### config.mk
export PLATFORM = sky130hd
export DESIGN_NAME = mac_result_serializer
export DESIGN_NICKNAME = d
export VERILOG_FILES = /design/src/rtl/mac_result_serializer.sv
export SDC_FILE = /design/constraint.sdc
export NUM_CORES = 1
export LEC_CHECK = 0
export ABC_AREA = 1
export CAP_MARGIN = 20
export CORE_MARGIN = 2
export CORE_UTILIZATION = 54
export CTS_BUF_LIST = sky130_fd_sc_hd__clkbuf_4
export DETAILED_ROUTE_END_ITERATION = 10
export PLACE_DENSITY = 0.78
export SYNTH_ARGS = -nofsm -noshare
export SYNTH_HDL_FRONTEND = slang
export SYNTH_SLANG_ARGS = --single-unit
### constraint.sdc
create_clock -name clk -period 2.2 [get_ports clk]
set_input_delay 0.55 -clock clk [delete_from_list [all_inputs] [get_ports clk]]
set_output_delay 0.55 -clock clk [all_outputs]
set_load 0.01 [all_outputs]
### src/rtl/mac_result_serializer.sv
// mac_result_serializer
// Buffers 16-bit MAC results and their overflow flags in a small FIFO. Each
// result is sent as bytes over a valid/ready handshake: low byte first, then
// high byte. The sticky drop_flag records any result lost to a full FIFO.
// Optional feature macro: MAC_SER_STATUS_EN. When it is defined, a third
// status byte {ovf, drop_flag, 2'b00, count[3:0]} follows every result.
module mac_result_serializer #(
    parameter int DEPTH  = 4,
    parameter int DATA_W = 16
) (
    input  logic              clk,
    input  logic              rst,
    input  logic              res_valid,
    input  logic [DATA_W-1:0] res_data,
    input  logic              res_ovf,
    input  logic              clr_drop,
    output logic [7:0]        byte_out,
    output logic              byte_valid,
    input  logic              byte_ready,
    output logic              byte_is_hi,
    output logic              ovf_out,
    output logic              fifo_full,
    output logic              fifo_empty,
    output logic              drop_flag
);

    localparam int AW = $clog2(DEPTH);
    localparam int CW = AW + 1;

`ifdef MAC_SER_STATUS_EN
    typedef enum logic [1:0] {S_IDLE, S_LO, S_HI, S_ST} state_t;
`else
    typedef enum logic [1:0] {S_IDLE, S_LO, S_HI} state_t;
`endif

    logic [DATA_W:0] r_mem [DEPTH];
    logic [AW-1:0]   r_wrPtr;
    logic [AW-1:0]   r_rdPtr;
    logic [CW-1:0]   r_count;
    logic [DATA_W:0] r_hold;
    logic            r_drop;
    state_t          r_state;
    state_t          w_nextState;
    logic            w_push;
    logic            w_pop;
`ifdef MAC_SER_STATUS_EN
    logic [7:0]      r_status;
    logic            w_loadStatus;
    logic [3:0]      w_count4;
`endif

    // A full FIFO refuses the push even when a pop happens in the same cycle.
    assign fifo_full  = (r_count == CW'(DEPTH));
    assign fifo_empty = (r_count == '0);
    assign w_push     = res_valid & ~fifo_full;
    assign drop_flag  = r_drop;
    assign ovf_out    = r_hold[DATA_W];
`ifdef MAC_SER_STATUS_EN
    assign w_count4   = 4'(r_count);
`endif

    // FIFO storage; no reset is needed because the pointers and count say what is valid.
    always_ff @(posedge clk) begin
        if (w_push) begin
            r_mem[r_wrPtr] <= {res_ovf, res_data};
        end
    end

    // Pointers, occupancy count and the output holding register.
    always_ff @(posedge clk or posedge rst) begin
        if (rst) begin
            r_wrPtr <= '0;
            r_rdPtr <= '0;
            r_count <= '0;
            r_hold  <= '0;
        end else begin
            if (w_push) begin
                r_wrPtr <= r_wrPtr + AW'(1);
            end
            if (w_pop) begin
                r_rdPtr <= r_rdPtr + AW'(1);
                r_hold  <= r_mem[r_rdPtr];
            end
            case ({w_push, w_pop})
                2'b10:   r_count <= r_count + CW'(1);
                2'b01:   r_count <= r_count - CW'(1);
                default: r_count <= r_count;
            endcase
        end
    end

    // Sticky drop indication; a new refused push wins over a clear in the same cycle.
    always_ff @(posedge clk or posedge rst) begin
        if (rst) begin
            r_drop <= 1'b0;
        end else if (res_valid && fifo_full) begin
            r_drop <= 1'b1;
        end else if (clr_drop) begin
            r_drop <= 1'b0;
        end
    end

`ifdef MAC_SER_STATUS_EN
    // Status byte is snapshotted when the high byte leaves, so it stays stable while stalled.
    always_ff @(posedge clk or posedge rst) begin
        if (rst) begin
            r_status <= '0;
        end else if (w_loadStatus) begin
            r_status <= {r_hold[DATA_W], r_drop, 2'b00, w_count4};
        end
    end
`endif

    // Serializer state register.
    always_ff @(posedge clk or posedge rst) begin
        if (rst) begin
            r_state <= S_IDLE;
        end else begin
            r_state <= w_nextState;
        end
    end

    // Next state, pop request and byte outputs; outputs depend only on registered state.
    always_comb begin
        w_nextState = r_state;
        w_pop       = 1'b0;
        byte_valid  = 1'b0;
        byte_out    = 8'h00;
        byte_is_hi  = 1'b0;
`ifdef MAC_SER_STATUS_EN
        w_loadStatus = 1'b0;
`endif
        case (r_state)
            S_IDLE: begin
                if (!fifo_empty) begin
                    w_pop       = 1'b1;
                    w_nextState = S_LO;
                end
            end
            S_LO: begin
                byte_valid = 1'b1;
                byte_out   = r_hold[7:0];
                if (byte_ready) begin
                    w_nextState = S_HI;
                end
            end
            S_HI: begin
                byte_valid = 1'b1;
                byte_out   = r_hold[15:8];
                byte_is_hi = 1'b1;
                if (byte_ready) begin
`ifdef MAC_SER_STATUS_EN
                    w_loadStatus = 1'b1;
                    w_nextState  = S_ST;
`else
                    if (!fifo_empty) begin
                        w_pop       = 1'b1;
                        w_nextState = S_LO;
                    end else begin
                        w_nextState = S_IDLE;
                    end
`endif
                end
            end
`ifdef MAC_SER_STATUS_EN
            S_ST: begin
                byte_valid = 1'b1;
                byte_out   = r_status;
                byte_is_hi = 1'b1;
                if (byte_ready) begin
                    if (!fifo_empty) begin
                        w_pop       = 1'b1;
                        w_nextState = S_LO;
                    end else begin
                        w_nextState = S_IDLE;
                    end
                end
            end
`endif
            default: begin
                w_nextState = S_IDLE;
            end
        endcase
    end

endmodule

==> impl_metrics.py <==
metrics = {
    "outcome": {
        "status": "complete, no violations",
    },
    "pwr": {
        "p_int_mw": 3.78,
        "switchingPower_mw": 2.58,
        "p_sw_frac": 0.406,
        "p_comb_frac": 0.448,
        "p_clk_frac": 0.125,
        "power_density_nw_per_um2": 1330,
        "power_leakage_nw": 2.00,
        "power_frac_seq": 0.427,
        "max-vdd-ir-drop_v": 0.000455,
    },
    "global_routing": {
        "grt_usage": 0.203,
        "grt_pass1_wl_um": 13000,
        "grt_pass1_vias": 2724,
        "grt_max_degree": 37,
        "grt_overflow": 0,
        "antenna_found_initial": 0,
    },
    "detailed_routing": {
        "vias": 2712,
        "routed_wl_um": 7760,
        "final_antenna_net_count": 0,
        "wl_per_cell_um": 14.6,
        "route.detailed.drc": 0,
        "viasPerCell": 5.09,
        "firstDrtPassIters": 4,
        "drt_iter0_drc": 167,
    },
    "logic_synthesis": {
        "synth.yosys.warnings": 0,
        "ys_seq_elements": 95,
        "synth.net_count": 409,
        "synthAdderAreaFrac": 0.0355,
        "synth_area_leaders": "edfxtp_1, dfrtp_1, nand2_1",
        "ys.flop_type": "edfxtp_1",
        "synthMuxAreaShare": 0,
        "synthSimpleGateAreaFrac": 0.177,
        "synth.distinct_cells": 24,
        "synth.most_common_cell": "nand2_1",
        "synth_top_family_by_area": "simple AND/OR/NAND/NOR gates",
        "syn_avg_cell_area_um2": 10.9,
        "synth_edf_count": 68,
        "ys_top_cells_by_count": "nand2_1, edfxtp_1, dfrtp_1",
        "seq_area_frac_synth": 0.665,
        "synth_top_area_frac": 0.500,
        "synthXorXnorAreaFrac": 0.00858,
        "async_flop_share": 0.284,
        "yosysTopAreaCell": "edfxtp_1",
        "synth_compound_area_frac": 0.0582,
        "synthCells": 376,
        "syn_area_um2": 4090,
    },
    "cts": {
        "clock_sinks": 95,
        "cts_made_buffers": 9,
        "clock_path_buffers": 2,
        "root_buffer": "clkbuf_4",
        "cts_tree": "done",
        "worst_skew_pair.late_latency_ns": 0.43,
        "clkTransAtPathRegs_ns": 0.14,
        "htreeDepth": 3,
    },
    "cells_and_area": {
        "layout-drive-gt1-share": 0.161,
        "nNetsFinal": 462,
        "area_growth_pct": 16.8,
        "final_area_um2": 4770,
        "regArea_um2": 2720,
        "num_antenna_cells": 0,
        "multi_input_area_um2": 1200,
        "fin_cells": 533,
        "fillCellCount": 555,
    },
    "sta": {
        "skew_ns": 0.0168,
        "worst_pin_slew_ns": 0.516,
        "final_max_slew_viol_count": 0,
        "setup_tns_ns": 0,
        "max_freq_mhz": 470,
        "grt_setup_unrepaired": "true",
        "setup_violations": 0,
        "finalCritPeriodShare": 0.966,
        "slew_headroom": 0.656,
        "min_period_ns": 2.13,
        "finalHoldViolCount": 0,
    },
    "critical_path": {
        "worstPathRequired_ns": 1.65,
        "reg2reg_depth": 13,
        "crit_chain": "buf_4 -> ha_4 -> nand2_1 -> a21oi_2 -> buf_2",
        "regToRegSetupSlack_ns": 0.19,
        "cp.arrival_ns": 1.58,
        "endpoint_kind": "output pin",
        "r2r-start": "r_state[0]$_DFFE_PP0P_",
        "startpoint_type": "flop",
        "rr_endpoint": "r_count[2]$_DFFE_PP0P_",
        "path_class": "reg2out",
        "worst_path_max_delay_cell": "dfrtp_1",
        "slowest_delay_ns": 0.42,
        "worstPathMaxFanout": 9,
    },
    "placement": {
        "gp_congestion": 0.872,
        "dp_cells": 510,
        "hpwlAfterDp_um": 4910,
        "placed_area_um2": 4580,
        "port-buffer-count": 35,
    },
    "floorplanning": {
        "start_util": 0.560,
        "die_h_um": 91.0,
        "die_w_um": 91.0,
        "ios": 36,
        "rows": 31,
        "die_area_um2": 8280,
        "coreArea_um2": 7290,
    },
    "run": {
        "maxCapViolations": 0,
    },
    "hold_path": {
        "hp-class": "in2async",
    },
}
-- cells in the final DEF, fill, tap and decap left out, drive strengths merged, types with 3 or more instances in the layout --
| master | netlist | routed |
|---|---|---|
| nand2 | 154 | 154 |
| dfrtp | 27 | 27 |
| nor2 | 26 | 26 |
| clkinv | 0 | 4 |
| xor2 | 3 | 3 |
| edfxtp | 68 | 68 |
| o21ai | 37 | 37 |
| nand3 | 3 | 3 |
| buf | 14 | 29 |
| clkdlybuf4s50 | 0 | 23 |
| inv | 21 | 22 |
| clkbuf | 1 | 10 |
| ha | 10 | 10 |
| a21oi | 9 | 9 |
-- worst max-delay path by stage --
stage | slack, ns | endpoint | startpoint | cells past startpoint
2_1_floorplan | 0.09 | r_count[2]$_DFFE_PP0P_ | r_state[0]$_DFFE_PP0P_ | 14
3_3_place_gp | -0.06 | r_count[2]$_DFFE_PP0P_ | byte_ready | 12
3_5_place_dp | -0.11 | r_count[2]$_DFFE_PP0P_ | byte_ready | 12
4_1_cts | 0.004 | byte_out[6] | r_state[0]$_DFFE_PP0P_ | 5
5_1_grt | -0.02 | byte_out[7] | r_state[0]$_DFFE_PP0P_ | 5
6_report | 0.07 | byte_out[7] | r_state[0]$_DFFE_PP0P_ | 5
-- timing repair --
item	CTS	global route
cloned	0	0
pin swaps	1	1
endpoints found under the setup margin	12	10
resized for setup	45	9
hold buffers	0	0
setup buffers	6	1
-- flip-flops by register name, indices dropped and copies added (netlist names) --
name,count
r_mem,68
r_hold,17
r_count,3
r_rdPtr,2
r_state,2
r_wrPtr,2
drop_flag,1
-- worst max-delay path, delay by kind of cell, from the launching register on --
kind                     cells  cell delay, ns
AO/OA/AOI/OAI                1            0.15
adder cells (fa/ha/maj)      1            0.18
buffers and inverters        2            0.30
flip-flops                   1            0.42
AND/OR/NAND/NOR              1            0.10
-- power groups by stage --
stage               Combinational [mW]  Clock (mW)  Sequential [mW]
finish                            2.85       0.795             2.72
global route                      3.22       0.896             2.76
CTS                               2.85       0.820             2.70
detailed placement                2.69           0             2.75
global placement                  2.58           0             2.74
floorplan                         2.00           0             2.67
-- area by class of cell --
cell class                 instances  area share
clock buffer                       9      0.0142
inverter                          21      0.0181
tap                               99      0.0260
sequential                        95       0.570
timing repair buffer              57       0.110
clock inverter                     7     0.00997
multi-input combinational        245       0.252
-- through the flow --
| step | setup slack [ns] | utilization | power, mW | hold slack (ns) |
|---|---|---|---|---|
| floorplan | 0.0880 | - | 4.67 | 0.449 |
| CTS | 0.00406 | 0.656 | 6.38 | 0.447 |
| global route | -0.0160 | 0.654 | 6.88 | 0.462 |
| finish | 0.0741 | 0.654 | 6.36 | 0.456 |
| global placement | -0.0632 | 0.628 | 5.32 | 0.466 |
| detailed placement | -0.115 | 0.628 | 5.44 | 0.474 |
-- cells by family after synthesis --
family,count (synthesis)
adders and majority gates,11
buffers and inverters,36
xor gates and xnor gates,4
DFF,95
and+or+nand+nor,183
AOI/OAI and AO/OA,47
-- layer usage --
metal	part of all wire	global-route usage	vias up
met5	0	0	-
met4	0.020	0.0821	0
met3	0.056	0.0398	11
met2	0.51	0.346	75
met1	0.42	0.254	1289
li1	-	-	1337
Power figures use the tool's default switching activity.
